`src/rtl/sc_rand_arbiter_pkg.sv`:
```
// rtl/sc_rand_arbiter_pkg.sv - shared types, constants and shifter step function
// Purpose : FSM state encoding, shifter width/seed and the 8-bit feedback step.
// Ports   : none (package).
package sc_rand_arbiter_pkg;

  localparam int unsigned RAND_WIDTH = 8;
  localparam logic [RAND_WIDTH-1:0] RAND_SEED_DEFAULT = 8'h81;

  typedef enum logic [1:0] {
    ST_IDLE    = 2'd0,
    ST_STEP    = 2'd1,
    ST_DELIVER = 2'd2
  } state_t;

  // One shift-left step with feedback r[1]^r[3]^r[5]^r[7] entering at bit 0.
  function automatic logic [RAND_WIDTH-1:0] rand_next(input logic [RAND_WIDTH-1:0] r);
    return {r[6:0], r[1] ^ r[3] ^ r[5] ^ r[7]};
  endfunction

endpackage

```
`src/rtl/sc_rand_arbiter_if.sv`:
```
// rtl/sc_rand_arbiter_if.sv - consumer-side bundle of the random arbiter
// Purpose : groups request/ack, delivered data, seed load and idle-run controls.
// Ports   : master = consumer side (drives req/seed/idle run), slave = arbiter.
interface sc_rand_arbiter_if #(
  parameter int NUM_REQ = 4
);
  import sc_rand_arbiter_pkg::*;

  logic [NUM_REQ-1:0]    SC_RandARB_req_InBUS;
  logic [NUM_REQ-1:0]    SC_RandARB_ack_OutBUS;
  logic [RAND_WIDTH-1:0] SC_RandARB_data_OutBUS;
  logic                  SC_RandARB_seedLoad_In;
  logic [RAND_WIDTH-1:0] SC_RandARB_seed_InBUS;
  logic                  SC_RandARB_idleRun_In;
  logic                  SC_RandARB_busy_Out;

  modport master (
    output SC_RandARB_req_InBUS, SC_RandARB_seedLoad_In, SC_RandARB_seed_InBUS,
           SC_RandARB_idleRun_In,
    input  SC_RandARB_ack_OutBUS, SC_RandARB_data_OutBUS, SC_RandARB_busy_Out
  );

  modport slave (
    input  SC_RandARB_req_InBUS, SC_RandARB_seedLoad_In, SC_RandARB_seed_InBUS,
           SC_RandARB_idleRun_In,
    output SC_RandARB_ack_OutBUS, SC_RandARB_data_OutBUS, SC_RandARB_busy_Out
  );

endinterface

```
`src/rtl/sc_rand_lfsr8.sv`:
```
// rtl/sc_rand_lfsr8.sv - 8-bit random shifter with step enable and seed load
// Purpose : holds the shared shifter; load wins over step; zero seed becomes default seed.
// Ports   : clk, rst_n (async active-low), step, load, seed[7:0] in; q[7:0] out.
module sc_rand_lfsr8
  import sc_rand_arbiter_pkg::*;
(
  input  logic                  clk,
  input  logic                  rst_n,
  input  logic                  step,
  input  logic                  load,
  input  logic [RAND_WIDTH-1:0] seed,
  output logic [RAND_WIDTH-1:0] q
);

  always_ff @(posedge clk or negedge rst_n) begin
    if (!rst_n) begin
      q <= RAND_SEED_DEFAULT;
    end else if (load) begin
      // An all-zero state never leaves zero, so substitute the default seed.
      q <= (seed == '0) ? RAND_SEED_DEFAULT : seed;
    end else if (step) begin
      q <= rand_next(q);
    end
  end

endmodule

```
`src/rtl/sc_rand_arbiter.sv`:
```
// rtl/sc_rand_arbiter.sv - round-robin sharing of the random shifter among consumers
// Purpose : grants one requester at a time, advances the shifter STEPS_PER_GRANT times,
//           then pulses that requester's ack with the fresh byte.
// Ports   : SC_RandARB_CLOCK_50 clock, SC_RandARB_RESET_InLow async active-low reset,
//           bus (slave modport): req/ack, data, seed load/value, idle run, busy.
module sc_rand_arbiter
  import sc_rand_arbiter_pkg::*;
#(
  parameter int NUM_REQ         = 4,
  parameter int STEPS_PER_GRANT = 8
) (
  input  logic                SC_RandARB_CLOCK_50,
  input  logic                SC_RandARB_RESET_InLow,
  sc_rand_arbiter_if.slave    bus
);

  localparam int IDX_W = (NUM_REQ > 1) ? $clog2(NUM_REQ) : 1;
  localparam logic [3:0] LAST_STEP = 4'(STEPS_PER_GRANT - 1);

  logic clk;
  logic rst_n;
  assign clk   = SC_RandARB_CLOCK_50;
  assign rst_n = SC_RandARB_RESET_InLow;

  state_t                state;
  logic [IDX_W-1:0]      ptr;
  logic [IDX_W-1:0]      grant;
  logic [3:0]            cnt;
  logic [NUM_REQ-1:0]    ack;
  logic [RAND_WIDTH-1:0] data;
  logic                  busy;
  logic [RAND_WIDTH-1:0] shifter;
  logic                  shift_step;

  logic [IDX_W-1:0]      next_idx;
  logic                  found;
  int                    cand;

  // Round-robin search: first set request starting just after the last grant.
  always_comb begin
    found    = 1'b0;
    next_idx = '0;
    cand     = 0;
    for (int i = 1; i <= NUM_REQ; i++) begin
      cand = int'(ptr) + i;
      if (cand >= NUM_REQ) cand = cand - NUM_REQ;
      if (!found && bus.SC_RandARB_req_InBUS[cand]) begin
        found    = 1'b1;
        next_idx = IDX_W'(cand);
      end
    end
  end

  // The shifter holds still in DELIVER so the delivered byte is exactly the stepped value.
  assign shift_step = (state == ST_STEP) || ((state == ST_IDLE) && bus.SC_RandARB_idleRun_In);

  sc_rand_lfsr8 u_lfsr (
    .clk   (clk),
    .rst_n (rst_n),
    .step  (shift_step),
    .load  (bus.SC_RandARB_seedLoad_In),
    .seed  (bus.SC_RandARB_seed_InBUS),
    .q     (shifter)
  );

  always_ff @(posedge clk or negedge rst_n) begin
    if (!rst_n) begin
      state <= ST_IDLE;
      ptr   <= IDX_W'(NUM_REQ - 1);
      grant <= '0;
      cnt   <= '0;
      ack   <= '0;
      data  <= '0;
      busy  <= 1'b0;
    end else begin
      ack <= '0;
      case (state)
        ST_IDLE: begin
          if (found) begin
            grant <= next_idx;
            cnt   <= '0;
            busy  <= 1'b1;
            state <= ST_STEP;
          end
        end
        ST_STEP: begin
          if (bus.SC_RandARB_seedLoad_In) begin
            // Restart the full step run from the freshly loaded seed.
            cnt <= '0;
          end else begin
            cnt <= cnt + 4'd1;
            if (cnt == LAST_STEP) state <= ST_DELIVER;
          end
        end
        ST_DELIVER: begin
          // Captures the pre-load value if a seed load lands in this cycle.
          ack   <= NUM_REQ'(1) << grant;
          data  <= shifter;
          ptr   <= grant;
          busy  <= 1'b0;
          state <= ST_IDLE;
        end
        default: begin
          busy  <= 1'b0;
          state <= ST_IDLE;
        end
      endcase
    end
  end

  assign bus.SC_RandARB_ack_OutBUS  = ack;
  assign bus.SC_RandARB_data_OutBUS = data;
  assign bus.SC_RandARB_busy_Out    = busy;

endmodule
```
`src/flat_wrapper.sv`:
```
// flat-port wrapper written by rule: the top's interface ports become plain ports
module sc_rand_arbiter_flat import sc_rand_arbiter_pkg::*;
#(
  parameter int NUM_REQ         = 4,
  parameter int STEPS_PER_GRANT = 8
)
  (SC_RandARB_CLOCK_50, SC_RandARB_RESET_InLow, bus_SC_RandARB_req_InBUS, bus_SC_RandARB_seedLoad_In, bus_SC_RandARB_seed_InBUS, bus_SC_RandARB_idleRun_In, bus_SC_RandARB_ack_OutBUS, bus_SC_RandARB_data_OutBUS, bus_SC_RandARB_busy_Out);
  sc_rand_arbiter_if #(.NUM_REQ(NUM_REQ)) bus_i ();
  input  logic SC_RandARB_CLOCK_50;
  input  logic SC_RandARB_RESET_InLow;
  input wire logic [$bits(bus_i.SC_RandARB_req_InBUS)-1:0] bus_SC_RandARB_req_InBUS;
  input wire logic [$bits(bus_i.SC_RandARB_seedLoad_In)-1:0] bus_SC_RandARB_seedLoad_In;
  input wire logic [$bits(bus_i.SC_RandARB_seed_InBUS)-1:0] bus_SC_RandARB_seed_InBUS;
  input wire logic [$bits(bus_i.SC_RandARB_idleRun_In)-1:0] bus_SC_RandARB_idleRun_In;
  output wire logic [$bits(bus_i.SC_RandARB_ack_OutBUS)-1:0] bus_SC_RandARB_ack_OutBUS;
  output wire logic [$bits(bus_i.SC_RandARB_data_OutBUS)-1:0] bus_SC_RandARB_data_OutBUS;
  output wire logic [$bits(bus_i.SC_RandARB_busy_Out)-1:0] bus_SC_RandARB_busy_Out;
  assign bus_i.SC_RandARB_req_InBUS = bus_SC_RandARB_req_InBUS;
  assign bus_i.SC_RandARB_seedLoad_In = bus_SC_RandARB_seedLoad_In;
  assign bus_i.SC_RandARB_seed_InBUS = bus_SC_RandARB_seed_InBUS;
  assign bus_i.SC_RandARB_idleRun_In = bus_SC_RandARB_idleRun_In;
  assign bus_SC_RandARB_ack_OutBUS = bus_i.SC_RandARB_ack_OutBUS;
  assign bus_SC_RandARB_data_OutBUS = bus_i.SC_RandARB_data_OutBUS;
  assign bus_SC_RandARB_busy_Out = bus_i.SC_RandARB_busy_Out;
  sc_rand_arbiter #(.NUM_REQ(NUM_REQ), .STEPS_PER_GRANT(STEPS_PER_GRANT)) u_core (.SC_RandARB_CLOCK_50(SC_RandARB_CLOCK_50), .SC_RandARB_RESET_InLow(SC_RandARB_RESET_InLow), .bus(bus_i));
endmodule
```
`config.mk`:
```
export PLATFORM = sky130hd
export DESIGN_NAME = sc_rand_arbiter_flat
export DESIGN_NICKNAME = d
export VERILOG_FILES = /design/src/rtl/sc_rand_arbiter_pkg.sv /design/src/rtl/sc_rand_arbiter_if.sv /design/src/rtl/sc_rand_lfsr8.sv /design/src/rtl/sc_rand_arbiter.sv /design/src/flat_wrapper.sv
export SDC_FILE = /design/constraint.sdc
export NUM_CORES = 1
export LEC_CHECK = 0
export CORE_MARGIN = 4
export CORE_UTILIZATION = 54
export DETAILED_ROUTE_END_ITERATION = 8
export PLACE_DENSITY = 0.83
export SYNTH_ARGS = -nofsm -noshare
export SYNTH_HDL_FRONTEND = slang
export SYNTH_HIERARCHICAL = 1
export SYNTH_SLANG_ARGS = --single-unit
```
`constraint.sdc`:
```
create_clock -name SC_RandARB_CLOCK_50 -period 3.8 [get_ports SC_RandARB_CLOCK_50]
set_input_delay 0.76 -clock SC_RandARB_CLOCK_50 [delete_from_list [all_inputs] [get_ports SC_RandARB_CLOCK_50]]
set_output_delay 0.76 -clock SC_RandARB_CLOCK_50 [all_outputs]
set_load 0.01 [all_outputs]
```
==> flow_summary_export.csv, run 1 <==
group,metric,value,unit
clocking,cts.path.max_buffers,2,
floorplan,start_util,0.579,
global_route,grt_pass1_wl,5090,um
yosys,synth_common_cells,"41 x nand2_1, 27 x dfrtp_1, 11 x o21ai_0",
timing,fin_crit,2.14,ns
setup_path,arrival,2.31,ns
final_layout,diodes,0,
clocking,cts.hold.buffers_added,0,
run,drv_cap,0,
timing,period_share,0.564,
placement,placedCellCount,206,
global_route,grt_pass1_vias,1174,
yosys,synth_cell_types,33,
yosys,synth_edf_count,0,
final_layout,nFillCells,186,
final_layout,fin_cells,214,
yosys,ys_seq_area_frac,0.535,
placement,place.gp.congestion,0.762,
timing,setup_viol,0,
route,wl_per_cell,14.3,um
final_layout,fin_util,0.732,
setup_path,cp_slowest_cell,"nor2_1",
final_layout,regArea,781,sq um
clocking,path_clk_slew,0.09,ns
clocking,insertion_delay,0.32,ns
timing,relSlewSlack,0.457,
yosys,syn_area,0.00146,sq mm
timing,hold_viol_final,0,
floorplan,die_y,60,um
yosys,yosysTopAreaCellShare,0.463,
global_route,grt_use_total,0.194,
route,drt-total-wl,3070,um
yosys,synth_most_common_cell,"nand2_1",
clocking,cts_setup_buffers,0,
global_route,grt_max_degree,32,
pwr,irDropWorstVdd,387,uV
pwr,p_per_area,390,mW/mm^2
yosys,synth-seq-cells,31,
floorplan,dieArea,0.00360,sq mm
timing,rsz0062_at_grt,"no",
setup_path,worstPathRequired,3.97,ns
setup_path,path_class,"in -> reg",
placement,place_ws,1.35,ns
floorplan,ios,29,
clocking,h-tree-depth,2,
timing,worstMarginPinSlew,0.811,ns
pwr,p_leak,0.000864,uW
yosys,synthArstFlopShare,1.00,
floorplan,coreArea,0.00252,sq mm
yosys,yosysTopAreaCell,"dfrtp_1",
clocking,cts-resized-gates,0,
route,dr.pass1.iters,4,
yosys,synthTopCellsByArea,"dfrtp_1 46%, nand2_1 11%, dfstp_2 7.2%",
timing,fin_setup_tns,0,ns
yosys,synth_cells,152,
final_layout,final_layout_size_suffix_gt1_frac,0.0978,
global_route,grt_overflow,0,
placement,dp_hpwl,2310,um
setup_path,start_kind,"input pin",
clocking,cts_tree,"built",
route,ant_nets,0,
clocking,cts_sinks,31,
timing,setup_ws,1.66,ns
final_layout,multi_input_area,651,sq um
route,vias,1186,
floorplan,rows,18,
clocking,cts_buffers,5,
setup_path,max_stage_delay,0.62,ns
timing,skew,0.0114,ns
global_route,antenna_found_initial,0,
yosys,synth_fp_nets,169,
setup_path,critPathMostFrequentCell,"nor2_1",
setup_path,critPathCaptureType,"flop",
timing,slew_viol_final,0,
clocking,clockRootBuffer,"clkbuf_4",
floorplan,die_w,60,um
route,vias_per_cell,5.54,
setup_path,path_max_fanout,10,
worst_hold_path,hold_path.class,"reg -> reg",
route,drc,0,
final_layout,syn2layout_area_growth,26.5,%
placement,port_buffers,28,
final_layout,nets,200,
setup_path,cp_cell_sequence,"clkdlybuf4s50_1, nor2_1, nor2_1, mux2i_1, o21ai_0",
route,drt_iter0_markers,45,
yosys,synth_warnings,6,
outcome,status,"completed",
timing,fmax,467,MHz
pwr,fin_total_pwr,720,uW
yosys,syn_avg_cell_area,9.61,sq um
yosys,synth_top_flop_cell,"dfrtp_1",
==> worst max-delay path: cells and delay by family <==
kind	cells	cell delay [ns]
buffers and inverters	1	0.46
muxes	1	0.30
and+or+nand+nor	2	0.66
AOI/OAI and AO/OA	1	0.12
==> flip-flops by register name, indices dropped and copies added, names as in the netlist <==
signal,count
u_core/ptr,2
u_core/state,2
u_core/grant,2
u_core/bus.SC_RandARB_data_OutBUS,8
u_core/u_lfsr/q,8
u_core/cnt,4
u_core/bus.SC_RandARB_ack_OutBUS,4
u_core/bus.SC_RandARB_busy_Out,1
==> stage by stage <==
| step | area [sq um] | hold slack [ns] |
|---|---|---|
| 5_1_grt | 1850 | 0.506 |
| 3_3_place_gp | 1760 | 0.459 |
| 3_5_place_dp | 1760 | 0.465 |
| 2_1_floorplan | 1460 | 0.448 |
| 4_1_cts | 1850 | 0.488 |
| 6_report | 1850 | 0.485 |
==> placed cells by master, fill, tap and decap left out, drive strengths merged, types with 2 or more instances in the layout <==
cell | synthesis | final
dfrtp | 27 | 27
a21oi | 5 | 5
nor3 | 5 | 5
nand3b | 2 | 2
nor2b | 6 | 6
a211oi | 2 | 2
nor4 | 3 | 3
nor2 | 10 | 10
clkdlybuf4s50 | 0 | 28
nand2 | 41 | 41
xor2 | 2 | 2
dfstp | 4 | 4
clkbuf | 0 | 6
o21ai | 11 | 11
nand2b | 6 | 6
mux2i | 7 | 7
==> final cells by class <==
class	instances	area share
tap	30	0.0203
clock inverter	2	0.0190
inverter	1	0.00203
timing repair buffer	29	0.156
multi-input combinational	115	0.352
sequential	31	0.423
clock buffer	6	0.0278
==> report_power, final <==
group | internal (uW) | total [uW] | switching (uW) | leakage [uW]
Sequential | 352 | 374 | 21.8 | 0.000391
Clock | 155 | 265 | 109 | 0.0000482
Combinational | 44.6 | 82.1 | 37.5 | 0.000425
Total | 552 | 720 | 169 | 0.000864
==> layer usage <==
layer	track usage	share of wire	up-vias
met1	0.224	0.42	577
met5	0	0	-
li1	-	-	582
met2	0.338	0.52	23
met3	0.0454	0.043	4
met4	0.0854	0.018	0
==> cell families (layout without fill, tap and decap cells) <==
kind of cell | count (synthesis) | after routing | synth area share
flops | 31 | 31 | 0.535
fa+ha+maj | 1 | 1 | 0.00857
compound gates | 26 | 26 | 0.113
mux | 8 | 8 | 0.0583
simple gates | 77 | 77 | 0.248
buf+inv | 6 | 38 | 0.0197
xor+xnor | 3 | 3 | 0.0180
==> path summary, 6_finish.rpt <==
path                                                      start                                    to  slack (ns)  depth (start not counted)
min                        u_core/bus.SC_RandARB_data_OutBUS[6]  u_core/bus.SC_RandARB_data_OutBUS[6]        0.49                          2
max                                   bus_SC_RandARB_idleRun_In                    u_core/u_lfsr/q[5]        1.66                          5
min in group asynchronous                SC_RandARB_RESET_InLow                    u_core/u_lfsr/q[4]        0.84                          2
max reg2reg                                     u_core/state[0]                    u_core/u_lfsr/q[5]        2.03                          4
min reg2reg                u_core/bus.SC_RandARB_data_OutBUS[6]  u_core/bus.SC_RandARB_data_OutBUS[6]        0.49                          2
max in group asynchronous                SC_RandARB_RESET_InLow                         u_core/ptr[0]        2.64                          2
Power figures use the tool's default switching activity.
==> inputs of run 2 (changes only) <==
Settings changed: CORE_UTILIZATION 54 to 50, PLACE_DENSITY 0.83 to 0.78.
Clock period 3.8 ns to 2.2 ns, I/O delays scaled along.
==> flow_summary_export.csv, run 2 (same netlist as run 1, synthesis figures left out) <==
group,metric,value,unit
setup_path,cp_cell_sequence,"clkdlybuf4s50_1",
setup_path,cp_slowest_cell,"clkdlybuf4s50_1",
setup_path,reg2reg_to,"u_core/bus.SC_RandARB_ack_OutBUS[2]",
global_route,grt_pass1_wl,4920,um
floorplan,rows,19,
setup_path,max_stage_delay,0.54,ns
route,drc,0,
placement,place_ws,0.218,ns
floorplan,ios,29,
setup_path,r2r_setup_slack,0.80,ns
floorplan,start_util,0.525,
final_layout,final_common_cell,"nand2_1",
placement,port_buffers,28,
timing,period_share,0.753,
outcome,status,"completed",
setup_path,reg2reg_from,"u_core/state[1]",
final_layout,syn2layout_area_growth,26.4,%
clocking,cts_tree,"built",
timing,fmax,604,MHz
clocking,cts_setup_buffers,0,
worst_hold_path,worstHoldPathCells,2,
final_layout,nets,202,
setup_path,path_class,"reg -> out",
global_route,grt_overflow,0,
timing,setup_ws,0.544,ns
timing,worstMarginPinSlew,0.688,ns
timing,fin_crit,1.66,ns
route,vias,1157,
pwr,p_leak,0.000863,uW
final_layout,layout_common_cells,"41 x nand2_1, 28 x clkdlybuf4s50_1, 27 x dfrtp_1, 11 x o21ai_0, 10 x nor2_1",
clocking,cts_buffers,5,
route,vias_per_cell,5.33,
route,drt-total-wl,2940,um
global_route,grt_max_degree,32,
final_layout,multi_input_area,651,sq um
setup_path,crit_family,"buffers and inverters",
setup_path,arrival,1.22,ns
floorplan,coreArea,0.00278,sq mm
route,drt_iter0_markers,73,
timing,relSlewSlack,0.541,
setup_path,cp_num_buf_inv,1,
pwr,irDropWorstVdd,572,uV
route,ant_nets,0,
route,wl_per_cell,13.5,um
final_layout,fin_util,0.664,
clocking,cts_sinks,31,
worst_hold_path,whs_endpoint,"u_core/bus.SC_RandARB_data_OutBUS[5]",
timing,fin_setup_tns,0,ns
final_layout,regArea,781,sq um
placement,dp_hpwl,2200,um
clocking,clockRootBuffer,"clkbuf_4",
final_layout,nFillCells,233,
clocking,insertion_delay,0.32,ns
timing,slew_viol_final,0,
pwr,p_per_area,624,mW/mm^2
worst_hold_path,hold_path.class,"reg -> reg",
global_route,antenna_found_initial,0,
final_layout,fin_area,0.00185,sq mm
floorplan,dieArea,0.00385,sq mm
setup_path,path_max_fanout,2,
clocking,path_clk_slew,0.09,ns
placement,place.gp.congestion,0.792,
setup_path,worstPathRequired,1.76,ns
run,drv_cap,0,
clocking,h-tree-depth,2,
timing,rsz0062_at_grt,"no",
placement,dpl_cell_area,0.00178,sq mm
global_route,grt_pass1_vias,1084,
setup_path,critPathCaptureType,"primary output",
timing,skew,0.0120,ns
floorplan,die_y,62.0,um
timing,setup_viol,0,
timing,hold_viol_final,0,
setup_path,reg2reg_depth,3,
route,dr.pass1.iters,4,
setup_path,start_kind,"flop",
clocking,cts.hold.buffers_added,0,
global_route,grt_use_total,0.179,
pwr,fin_total_pwr,1150,uW
worst_hold_path,hp-start,"u_core/bus.SC_RandARB_data_OutBUS[5]",
final_layout,final_layout_size_suffix_gt1_frac,0.102,
clocking,cts.path.max_buffers,2,
floorplan,die_w,62.0,um
clocking,cts-resized-gates,0,
final_layout,diodes,0,
[run 2: per-layer routing]
layer,global-route usage,share of wire,routed length (um),vias up
met1,0.237,0.45,1310,539
met5,0,0,0,-
met2,0.281,0.50,1460,24
li1,-,-,-,588
met4,0.0818,0.013,39,0
met3,0.0372,0.043,127,6
[run 2: area by class of cell]
class	instances	share of cell area
Tap cell	31	0.0210
Sequential cell	31	0.423
Clock buffer	8	0.0373
Timing Repair Buffer	31	0.164
Inverter	1	0.00203
Multi-Input combinational cell	115	0.353
[run 2: how the worst max path moves through the flow]
stage / startpoint / end / slack (ns) / cells after the start
2_1_floorplan: bus_SC_RandARB_req_InBUS[1] / u_core/grant[0] / 0.85 / 3
3_3_place_gp: bus_SC_RandARB_req_InBUS[1] / u_core/grant[0] / 0.25 / 4
3_5_place_dp: bus_SC_RandARB_req_InBUS[1] / u_core/grant[0] / 0.22 / 4
4_1_cts: u_core/bus.SC_RandARB_data_OutBUS[3] / bus_SC_RandARB_data_OutBUS[3] / 0.52 / 1
5_1_grt: bus_SC_RandARB_req_InBUS[1] / u_core/grant[0] / 0.49 / 4
6_report: u_core/bus.SC_RandARB_data_OutBUS[3] / bus_SC_RandARB_data_OutBUS[3] / 0.54 / 1
[run 2: where the power goes]
part,switching [uW],total (uW),internal (uW)
clock network,179,367,188
registers,36.5,644,608
logic,62.5,141,78.3
[run 2: through the flow]
| step | cells | hold WS (ns) |
|---|---|---|
| finish | 217 | 0.482 |
| global route | 217 | 0.513 |
| CTS | 217 | 0.487 |
| detailed placement | 209 | 0.465 |
| global placement | 209 | 0.459 |
| floorplan | 152 | 0.144 |
==> inputs of run 3 (changes only) <==
Settings changed: CORE_UTILIZATION 50 to 45, PLACE_DENSITY 0.78 to 0.74.
Clock period 2.2 ns to 1.5 ns, I/O delays scaled along.
==> flow_summary_export.csv, run 3 (same netlist as run 1, synthesis figures left out) <==
group,metric,value,unit
worst_hold_path,hold_path.class,"in -> async",
timing,period_share,0.898,
setup_path,arrival,1.55,ns
setup_path,reg2reg_to,"u_core/grant[0]",
placement,place.gp.congestion,0.815,
timing,rsz0062_at_grt,"no",
final_layout,syn2layout_area_growth,30.6,%
pwr,p_leak,0.00101,uW
timing,fmax,742,MHz
floorplan,coreArea,0.00308,sq mm
route,dr.pass1.iters,4,
setup_path,cp_num_buf_inv,1,
global_route,grt_pass1_vias,1155,
clocking,cts_sinks,31,
floorplan,die_y,65.0,um
clocking,h-tree-depth,2,
pwr,p_per_area,840,mW/mm^2
placement,dpl_cell_area,0.00186,sq mm
clocking,insertion_delay,0.31,ns
final_layout,nets,209,
route,wl_per_cell,12.3,um
global_route,antenna_found_initial,0,
setup_path,max_stage_delay,0.44,ns
clocking,cts_buffers,5,
route,drt-total-wl,2920,um
floorplan,die_w,65.0,um
placement,port_buffers,28,
setup_path,start_kind,"input pin",
final_layout,diodes,0,
run,drv_cap,0,
timing,hold_viol_final,0,
final_layout,final_layout_size_suffix_gt1_frac,0.130,
setup_path,reg2reg_depth,3,
timing,fin_setup_tns,0,ns
clocking,clockRootBuffer,"clkbuf_4",
global_route,grt_overflow,0,
floorplan,dieArea,0.00422,sq mm
floorplan,rows,20,
clocking,cts_tree,"built",
setup_path,reg2reg_from,"u_core/ptr[1]",
route,drt_iter0_markers,61,
pwr,irDropWorstVdd,523,uV
timing,skew,0.00400,ns
setup_path,worstPathRequired,1.71,ns
timing,relSlewSlack,0.737,
route,ant_nets,0,
floorplan,start_util,0.474,
timing,worstMarginPinSlew,0.391,ns
floorplan,ios,29,
setup_path,path_max_fanout,3,
route,vias_per_cell,4.95,
setup_path,path_class,"in -> reg",
global_route,grt_max_degree,32,
setup_path,crit_family,"simple AND/OR/NAND/NOR gates",
final_layout,fin_area,0.00191,sq mm
placement,dp_hpwl,2200,um
final_layout,layout_common_cells,"41 x nand2_1, 27 x dfrtp_1, 15 x clkdlybuf4s50_1, 11 x o21ai_0, 10 x nor2_1",
setup_path,cp_cell_sequence,"clkdlybuf4s50_1, nor4_2, or3_4, mux2_4",
final_layout,regArea,781,sq um
clocking,path_clk_slew,0.09,ns
setup_path,r2r_setup_slack,0.17,ns
clocking,cts.path.max_buffers,2,
final_layout,nFillCells,287,
global_route,grt_use_total,0.153,
timing,slew_viol_final,0,
final_layout,multi_input_area,651,sq um
route,vias,1174,
setup_path,cp_slowest_cell,"clkdlybuf4s50_1",
final_layout,final_common_cell,"nand2_1",
setup_path,critPathCaptureType,"flop",
outcome,status,"completed",
global_route,grt_pass1_wl,5060,um
timing,setup_viol,0,
timing,fin_crit,1.35,ns
route,drc,0,
-- run 3: how the worst max path moves through the flow --
stage                                                    from                           end  slack [ns]  cells past startpoint
final                             bus_SC_RandARB_req_InBUS[1]               u_core/grant[0]        0.15                      4
after global routing                            u_core/ptr[1]               u_core/grant[0]         0.1                      3
after CTS                 u_core/bus.SC_RandARB_ack_OutBUS[2]  bus_SC_RandARB_ack_OutBUS[2]       0.007                      1
after detailed placement          bus_SC_RandARB_req_InBUS[1]               u_core/grant[0]       -0.17                      4
after global placement            bus_SC_RandARB_req_InBUS[1]               u_core/grant[0]       -0.15                      4
after floorplan                                 u_core/ptr[1]               u_core/grant[0]        0.18                      4
-- run 3: worst register-to-register path: stages (launching register included) --
cell and delay (ns):
dfstp_2 0.61, mux2i_1 0.20, o221ai_1 0.14, mux2_4 0.28
-- run 3: repair_timing --
item                       in CTS  in global routing
gates cloned                    0                  0
hold buffers                    0                  0
pin swaps                       0                  0
setup endpoints to repair       9                  4
resized for setup               9                  4
setup buffers                   0                  0
-- run 3: final cells by class --
class / instances / area share
Multi-Input combinational cell: 115 / 0.341
Clock inverter: 1 / 0.00262
Inverter: 1 / 0.00197
Sequential cell: 31 / 0.409
Clock buffer: 7 / 0.0236
Tap cell: 44 / 0.0289
Timing Repair Buffer: 38 / 0.192
-- run 3: metrics by stage --
step	total power [uW]	setup slack, ns	hold slack, ns	instances	utilization
finish	1600	0.153	0.338	237	0.620
global route	1690	0.0964	0.349	237	0.620
CTS	1620	0.00656	0.335	237	0.616
detailed placement	1180	-0.172	0.463	229	0.604
global placement	1170	-0.153	0.461	229	0.604
floorplan	1050	0.176	0.00441	152	-
-- run 3: report_power, final --
| part | leakage, uW | switching [uW] | internal (uW) |
|---|---|---|---|
| clock | 0.0000293 | 258 | 182 |
| combinational | 0.000586 | 93.7 | 123 |
| sequential | 0.000391 | 53.4 | 891 |
-- run 3: layer usage --
metal	track usage	up-vias	share of wire
li1	-	600	-
met3	0.0416	5	0.042
met2	0.234	20	0.47
met5	0	-	0
met1	0.204	549	0.48
met4	0.0660	0	0.013
